--- config.mk ---
export PLATFORM = sky130hd
export DESIGN_NAME = pendulum_loop_sequencer
export DESIGN_NICKNAME = d
export VERILOG_FILES = /design/src/rtl/pend_pkg.sv /design/src/rtl/pend_pwm.sv /design/src/rtl/pendulum_loop_sequencer.sv
export SDC_FILE = /design/constraint.sdc
export NUM_CORES = 1
export LEC_CHECK = 0
export CELL_PAD_IN_SITES_DETAIL_PLACEMENT = 1
export CELL_PAD_IN_SITES_GLOBAL_PLACEMENT = 1
export CORE_MARGIN = 3
export CORE_UTILIZATION = 46
export CTS_BUF_LIST = sky130_fd_sc_hd__clkbuf_4
export CTS_CLUSTER_DIAMETER = 30
export DETAILED_ROUTE_END_ITERATION = 12
export PLACE_DENSITY = 0.9
export SLEW_MARGIN = 40
export SYNTH_ARGS = -nofsm -noshare
export SYNTH_HDL_FRONTEND = slang
export SYNTH_SLANG_ARGS = --single-unit
--- constraint.sdc ---
create_clock -name clk -period 2.65 [get_ports clk]
set_clock_uncertainty 0.15 [all_clocks]
set_input_delay 0.265 -clock clk [delete_from_list [all_inputs] [get_ports clk]]
set_output_delay 0.265 -clock clk [all_outputs]
set_load 0.01 [all_outputs]
--- src/rtl/pend_pkg.sv ---
// pend_pkg: shared types and constants for the pendulum loop sequencer.
//   pend_state_t : sequencer FSM states
//   duty_t       : 8-bit PWM duty
//   FC_*         : fault_cause codes
//   sat_duty     : |error| -> duty, doubled and saturated at 255
package pend_pkg;

  typedef enum logic [2:0] {
    ST_IDLE  = 3'd0,
    ST_REQ   = 3'd1,
    ST_COMP  = 3'd2,
    ST_UPD   = 3'd3,
    ST_FAULT = 3'd4
  } pend_state_t;

  typedef logic [7:0] duty_t;

  localparam logic [1:0] FC_NONE    = 2'b00;
  localparam logic [1:0] FC_BAND    = 2'b01;
  localparam logic [1:0] FC_TIMEOUT = 2'b10;

  localparam logic [7:0] TARGET_ANGLE_DEFAULT = 8'h80;

  // mag is at most 128, so anything above 127 doubles past 255.
  function automatic duty_t sat_duty(input logic [8:0] mag);
    if (mag > 9'd127) return 8'hFF;
    else              return {mag[6:0], 1'b0};
  endfunction

endpackage

--- src/rtl/pend_pwm.sv ---
// pend_pwm: free-running 8-bit PWM with pending/active duty and direction.
//   clk, reset     : clock, asynchronous active-low reset
//   load           : write load_duty/load_dir into the pending registers
//   kill           : fault - duty, pending duty and pwm forced to 0
//   off            : loop disabled - pwm and pending duty forced to 0
//   pwm, duty, dir : motor drive, applied duty, applied direction
// Pending values reach the outputs only on the 255->0 counter wrap so a
// PWM period is never cut short or stretched mid-cycle.
module pend_pwm
  import pend_pkg::*;
(
  input  logic  clk,
  input  logic  reset,
  input  logic  load,
  input  duty_t load_duty,
  input  logic  load_dir,
  input  logic  kill,
  input  logic  off,
  output logic  pwm,
  output duty_t duty,
  output logic  dir
);

  logic [7:0] pwm_cnt;
  duty_t      pend_duty;
  duty_t      act_duty;
  logic       pend_dir;
  logic       act_dir;

  always_ff @(posedge clk or negedge reset) begin
    if (!reset) begin
      pwm_cnt   <= '0;
      pend_duty <= '0;
      act_duty  <= '0;
      pend_dir  <= 1'b0;
      act_dir   <= 1'b0;
    end else begin
      pwm_cnt <= pwm_cnt + 8'd1;

      if (kill || off)  pend_duty <= '0;
      else if (load)    pend_duty <= load_duty;
      if (load)         pend_dir  <= load_dir;

      if (pwm_cnt == 8'hFF) begin
        act_duty <= kill ? '0 : pend_duty;
        act_dir  <= pend_dir;
      end else if (kill) begin
        act_duty <= '0;
      end
    end
  end

  // Kill gates the outputs combinationally so the motor stops in the
  // first FAULT cycle rather than one register stage later.
  assign duty = kill ? '0 : act_duty;
  assign dir  = act_dir;
  assign pwm  = !kill && !off && (pwm_cnt < act_duty);

endmodule

--- src/rtl/pendulum_loop_sequencer.sv ---
// pendulum_loop_sequencer: one inverted-pendulum control cycle per period.
//   clk, reset          : clock, asynchronous active-low reset
//   enable              : loop run enable
//   adc_req/adc_ack     : req/ack handshake; adc_data captured when ack=1
//                         while adc_req=1; adc_req drops the next cycle
//   fault_clr           : pulse that leaves FAULT
//   motor_pwm/motor_dir : motor driver outputs; duty = applied duty
//   busy, fault         : REQ/COMP/UPD, FAULT
//   fault_cause         : 01 out-of-band, 10 ack timeout, 00 none
//   state               : current FSM state for observation
// Build option: PEND_ACK_TIMEOUT_EN adds an ack timeout in REQ.
module pendulum_loop_sequencer
  import pend_pkg::*;
#(
  parameter int unsigned SAMPLE_DIV   = 1000,
  parameter logic [7:0]  TARGET_ANGLE = TARGET_ANGLE_DEFAULT,
  parameter logic [7:0]  FAULT_BAND   = 8'h40,
  parameter int unsigned FAULT_LIMIT  = 4,
  parameter int unsigned ACK_TIMEOUT  = 255
) (
  input  logic        clk,
  input  logic        reset,
  input  logic        enable,
  output logic        adc_req,
  input  logic        adc_ack,
  input  logic [7:0]  adc_data,
  input  logic        fault_clr,
  output logic        motor_pwm,
  output logic        motor_dir,
  output duty_t       duty,
  output logic        busy,
  output logic        fault,
  output logic [1:0]  fault_cause,
  output pend_state_t state
);

  if (SAMPLE_DIV < 8 || FAULT_LIMIT < 1 || FAULT_LIMIT > 15 || ACK_TIMEOUT < 1) begin : g_bad_cfg
    $error("pendulum_loop_sequencer: parameter out of range");
  end

  localparam int unsigned CW = $clog2(SAMPLE_DIV);

  // Period counter: free-runs while enabled, parked at 0 otherwise.
  logic [CW-1:0] period_cnt;
  logic          tick;

  assign tick = enable && (period_cnt == CW'(SAMPLE_DIV - 1));

  always_ff @(posedge clk or negedge reset) begin
    if (!reset)                period_cnt <= '0;
    else if (!enable || tick)  period_cnt <= '0;
    else                       period_cnt <= period_cnt + 1'b1;
  end

  // Error path, evaluated in COMP from the captured sample.
  logic [7:0]        sample;
  logic              dir_q;
  duty_t             duty_q;
  logic [3:0]        fault_cnt;
  logic signed [8:0] err;
  logic [8:0]        mag;
  logic              oob;
  logic [3:0]        cnt_next;
  logic              new_dir;

  assign err      = $signed({1'b0, sample}) - $signed({1'b0, TARGET_ANGLE});
  assign mag      = err[8] ? (~err + 9'd1) : err;
  assign oob      = mag > {1'b0, FAULT_BAND};
  assign cnt_next = oob ? fault_cnt + 4'd1 : 4'd0;
  // Zero error keeps the previous direction.
  assign new_dir  = (err == 9'sd0) ? dir_q : !err[8];

`ifdef PEND_ACK_TIMEOUT_EN
  localparam int unsigned TW = $clog2(ACK_TIMEOUT + 1);
  logic [TW-1:0] tmo_cnt;
`endif

  always_ff @(posedge clk or negedge reset) begin
    if (!reset) begin
      state       <= ST_IDLE;
      adc_req     <= 1'b0;
      busy        <= 1'b0;
      fault       <= 1'b0;
      fault_cause <= FC_NONE;
      sample      <= '0;
      dir_q       <= 1'b0;
      duty_q      <= '0;
      fault_cnt   <= '0;
`ifdef PEND_ACK_TIMEOUT_EN
      tmo_cnt     <= '0;
`endif
    end else begin
      case (state)
        ST_IDLE: begin
          if (tick) begin
            state   <= ST_REQ;
            adc_req <= 1'b1;
            busy    <= 1'b1;
`ifdef PEND_ACK_TIMEOUT_EN
            tmo_cnt <= '0;
`endif
          end
        end
        ST_REQ: begin
          if (adc_ack) begin
            sample  <= adc_data;
            adc_req <= 1'b0;
            state   <= ST_COMP;
          end
`ifdef PEND_ACK_TIMEOUT_EN
          else if (tmo_cnt == TW'(ACK_TIMEOUT - 1)) begin
            adc_req     <= 1'b0;
            busy        <= 1'b0;
            fault       <= 1'b1;
            fault_cause <= FC_TIMEOUT;
            state       <= ST_FAULT;
          end else begin
            tmo_cnt <= tmo_cnt + 1'b1;
          end
`endif
        end
        ST_COMP: begin
          fault_cnt <= cnt_next;
          dir_q     <= new_dir;
          duty_q    <= sat_duty(mag);
          if (cnt_next >= 4'(FAULT_LIMIT)) begin
            busy        <= 1'b0;
            fault       <= 1'b1;
            fault_cause <= FC_BAND;
            state       <= ST_FAULT;
          end else begin
            state <= ST_UPD;
          end
        end
        ST_UPD: begin
          busy  <= 1'b0;
          state <= ST_IDLE;
        end
        ST_FAULT: begin
          if (fault_clr) begin
            fault       <= 1'b0;
            fault_cause <= FC_NONE;
            fault_cnt   <= '0;
            state       <= ST_IDLE;
          end
        end
        default: state <= ST_IDLE;
      endcase
    end
  end

  pend_pwm u_pwm (
    .clk       (clk),
    .reset     (reset),
    .load      (state == ST_UPD),
    .load_duty (duty_q),
    .load_dir  (dir_q),
    .kill      (state == ST_FAULT),
    .off       (!enable),
    .pwm       (motor_pwm),
    .duty      (duty),
    .dir       (motor_dir)
  );

endmodule

Word level (Yosys, flattened, before mapping)

Index checks and enable logic that the tools add are counted.

Word-level logic and storage cells: 84
Output and inout port bits: 18
Register bits after elaboration: 65
Input bits: 13

Magnitude comparators: 4
Add/sub/neg operators: 5
Mux-type cells: 27
Bitwise logic cells: 2
Reduce and logical (&&, ||, !) cells: 21
Equality and inequality tests: 10

Operators with widths:

| kind                    | number |
|---|---|
| $mux W8                 | 6 |
| $gt A9 B7 Y1 const B    | 2 |
| $mux W3                 | 4 |
| $pmux W3 S4             | 1 |
| $reduce_and A3 Y1       | 4 |
| $add A10 B1 Y10 const B | 1 |
| $eq A10 B10 Y1 const B  | 1 |
| $mux W10                | 1 |
| $add A9 B1 Y9 const B   | 1 |
| $logic_not A9 Y1        | 1 |
| $mux W9                 | 1 |
| $not A9 Y9              | 1 |
| $sub A8 B8 Y9 const B   | 1 |
| $add A8 B1 Y8 const B   | 1 |
| $eq A8 B8 Y1 const B    | 1 |
| $lt A8 B8 Y1            | 1 |
| $mux W4                 | 2 |
| $ne A2 B2 Y1 const B    | 4 |
| $pmux W4 S2             | 1 |
| $eq A3 B2 Y1 const B    | 2 |
| $reduce_and A2 Y1       | 3 |
| $reduce_bool A2 Y1      | 3 |
| $mux W1                 | 5 |
| $add A4 B1 Y4 const B   | 1 |
| other kinds (13)        | 20 |

Depth between registers and ports, before layout

Word-level depth: 9
Mapped depth: 8

By module

A second synthesis with hierarchy kept.

Cells, all modules: 312
Area total of the unflattened synthesis: 3315.7 sq um

By module, submodules not included:

| module                  | instances | area each (sq um) | cells an instance |
|---|---|---|---|
| pendulum_loop_sequencer | 1         | 1963.1            | 200 |
| pend_pwm                | 1         | 1352.5            | 112 |

Worst setup path before layout

No wires, ideal clock.

Path kind: register to output
Start: reg state[0]
End: out motor_pwm
Data arrival time: 1.694 ns
Required time: 2.235 ns
Stages on the path, launching flop included: 8
Path slack: 0.541 ns
Cells stage by stage: dfrtp_1 -> clkbuf_1 -> nor3_2 -> nand2b_1 -> clkbuf_1 -> nor4_1 -> nor2_1 -> o21ai_0

Word-level cells in the longest chain between the ends: 4

RTL lines:

| what                             | line                           | RTL |
|---|---|---|
| from (decl)                      | pendulum_loop_sequencer.sv:34  | `output pend_state_t state` |
| from (signal assigned)           | pendulum_loop_sequencer.sv:80  | `state <= ST_IDLE;` |
| from (signal assigned)           | pendulum_loop_sequencer.sv:96  | `state <= ST_REQ;` |
| from (signal assigned)           | pendulum_loop_sequencer.sv:108 | `state <= ST_COMP;` |
| $eq A3 B3 Y1                     | pendulum_loop_sequencer.sv:158 | `.kill (state == ST_FAULT),` |
| $logic_not A1 Y1                 | pend_pwm.sv:57                 | `assign pwm = !kill && !off && (pwm_cnt < act_duty);` |
| $logic_and A1 B1 Y1 (2 in a row) | pend_pwm.sv:57                 |  |
| to (decl)                        | pendulum_loop_sequencer.sv:28  | `output logic motor_pwm,` |

No other way between the ends.

Worst setup path after layout

Start: reg u_pwm.act_duty[1]
End: out motor_pwm

Word-level cells in the longest chain between the ends: 2

RTL lines:

| what                   | line           | RTL |
|---|---|---|
| from (decl)            | pend_pwm.sv:26 | `duty_t act_duty;` |
| from (signal assigned) | pend_pwm.sv:45 | `act_duty <= kill ? '0 : pend_duty;` |
| $lt A8 B8 Y1           | pend_pwm.sv:57 |  |
| $logic_and A1 B1 Y1    | pend_pwm.sv:57 |  |

No other way between the ends.

==> flow_metrics.tcl <==
set metrics [dict create \
    cp-start-kind "flip-flop" \
    nNetsFinal 382 \
    area_growth_pct 16.3 \
    ys_ff_latch 63 \
    htree_levels 3 \
    max_freq_mhz 399 \
    synth_cells 324 \
    core_area_um2 6460 \
    antenna_found_initial 0 \
    rr_endpoint "fault_cnt[2]" \
    dieWidth_um 88.4 \
    start_util_pct 48.4 \
    endpoint "motor_pwm" \
    critPathKind "reg2out" \
    cts_sinks 63 \
    hp-class "in2async" \
    post-route-drc-count 0 \
    cts_buffer_depth 2 \
    reg2reg_depth 8 \
    dr.pass1.iters 4 \
    synth_seq_area_share_pct 50.4 \
    detail_route.wl_per_cell_um 16.2 \
    cts_tree "built" \
    gr-total-overflow 0 \
    nFillCells 740 \
    grt_max_degree 42 \
    grt_pass1_vias 2479 \
    hpwl_um 5250 \
    worst_pin_slew_ns 0.586 \
    fin_setup_tns_ns 0 \
    final.period_utilization_pct 94.5 \
    clk_pin_slew_worst_paths_ns 0.11 \
    boundaryPins 31 \
    vias 2416 \
    multi_input_area_um2 1420 \
    placementRows 29 \
    synth_edf_count 0 \
    cp-end-kind "primary output" \
    slew_headroom_pct 60.9 \
    cap_violations 0 \
    drtAntennaViolNets 0 \
    cts_buffers 9 \
    io_buffers 29 \
    p_per_area_nw_per_um2 880 \
    synth_async_sr_flop_share_pct 100 \
    routabilityCongestion 0.823 \
    cp_data_required_time_ns 2.24 \
    drt-total-wl_um 7140 \
    post_synth.cell_area_avg_um2 9.65 \
    final_layout_size_suffix_gt1_share_pct 9.64 \
    num_antenna_cells 0 \
    reg2reg_setup_slack_ns 0.37 \
    worstReg2RegStart "sample[0]" \
    finalHoldViolCount 0 \
    synthFlopType "dfrtp_1" \
    most-common-layout-cells "dfrtp_1 (63), nor2_1 (43), nand2_1 (39)" \
    finalCoreUtilization_pct 56.3 \
    power_mw 3.20 \
    rsz0062_at_grt "false" \
    ir_worst_vdd_v 0.000452 \
    synth_warnings 0 \
    critPathLaunch "u_pwm.act_duty[1]" \
    synth_fp_nets 348 \
    worstPathArrival_ns 2.09 \
    final_common_cell "dfrtp_1" \
    slew_violations 0 \
    vias_per_cell 5.49 \
    root_buffer "clkbuf_4" \
    die_h_um 88.4 \
    clock_latency_ns 0.40 \
    synth.distinct_cells 52 \
    grt_pass1_wl_um 12000 \
    crit_fanout 2 \
    regArea_um2 1580 \
    die_area_um2 7820 \
    status "finished, final reports clean" \
    syn_area_um2 3130 \
    fin_crit_ns 2.50 \
    grt_util_all_layers_pct 20.1 \
    leakage_nw 1.64 \
    dr.first_iter.drc_count 120 \
    setup_viol 0 \
]
cell usage after synthesis, types with 6 or more instances:
cell type / instances / area share (%)
a21oi_1: 17 / 2.7
and3_1: 6 / 1.2
clkbuf_1: 9 / 1.1
dfrtp_1: 63 / 50
ha_1: 11 / 4.4
inv_1: 17 / 2.0
mux2i_1: 8 / 2.6
nand2_1: 39 / 4.7
nand2b_1: 6 / 1.2
nand3_1: 18 / 2.9
nor2_1: 43 / 5.2
o21ai_0: 13 / 2.1
xnor2_1: 11 / 3.1
xor2_1: 7 / 2.0
worst min path at each step:
| stage | from | to | slack (ns) | cells past startpoint |
|---|---|---|---|---|
| floorplan | reset | adc_req | -0.18 | 0 |
| global placement | reset | period_cnt[6] | 0.13 | 1 |
| detailed placement | reset | period_cnt[6] | 0.13 | 1 |
| CTS | reset | period_cnt[6] | 0.22 | 2 |
| global route | adc_data[2] | sample[2] | 0.21 | 3 |
| finish | reset | period_cnt[6] | 0.22 | 2 |
sequential cells by signal (all words and copies together), names as in the netlist:
signal and flops:
adc_req 1, u_pwm.dir 1, dir_q 1, busy 1, duty_q 8, u_pwm.act_duty 8, period_cnt 10, state 3
fault_cnt 4, u_pwm.pend_duty 8, u_pwm.pend_dir 1, u_pwm.pwm_cnt 8, sample 8, fault_cause 1
layout make-up:
class	instances	area share, %
clock inverter	6	1.41
tap	77	2.65
inverter	17	1.75
sequential	63	43.3
clock buffer	10	2.06
timing repair buffer	36	9.70
multi-input combinational	231	39.1
critical path, stage by stage, from the launching register on:
cell and delay (ns):
dfrtp_1 0.36, inv_1 0.06, ha_1 0.28, a21boi_1 0.14, o21a_1 0.19, o21ai_1 0.15
a21oi_1 0.10, o21ai_0 0.16, clkdlybuf4s15_1 0.25
per-stage QoR:
step	worst slack, ns	instance area (µm²)	hold WS, ns	std cells
global placement	0.247	3500	0.126	423
CTS	0.0554	3640	0.216	440
global route	0.00939	3640	0.211	440
detailed placement	0.209	3500	0.131	423
finish	0.145	3640	0.220	440
floorplan	0.541	3130	-0.181	324
what timing repair did:
action,4_1_cts,5_1_grt
gates resized for setup,2,2
hold buffers,1,0
endpoints found under the hold margin,22,0
endpoints found under the setup margin,1,1
pin swaps,0,0
setup buffers,0,0
layer usage:
layer / wire [µm] / global-route usage [%]
met3: 214 / 5.21
met1: 3150 / 24.6
met5: 0 / 0
met4: 96 / 6.59
met2: 3690 / 34.6
where the power goes:
part | switching (mW) | internal (mW)
sequential | 0.232 | 1.16
clock | 0.342 | 0.286
combinational | 0.654 | 0.523
logic make-up (layout without fill, tap and decap cells):
kind of cell	count (synthesis)	in the layout	synth area share [%]
flops	63	63	50.4
compound gates	50	50	10.4
xor+xnor	18	18	5.04
other cells	1	1	0.120
fa+ha+maj	11	11	4.40
simple gates	141	141	22.2
buf+inv	30	69	4.12
mux	10	10	3.28
(Power assumes the default switching activity.)
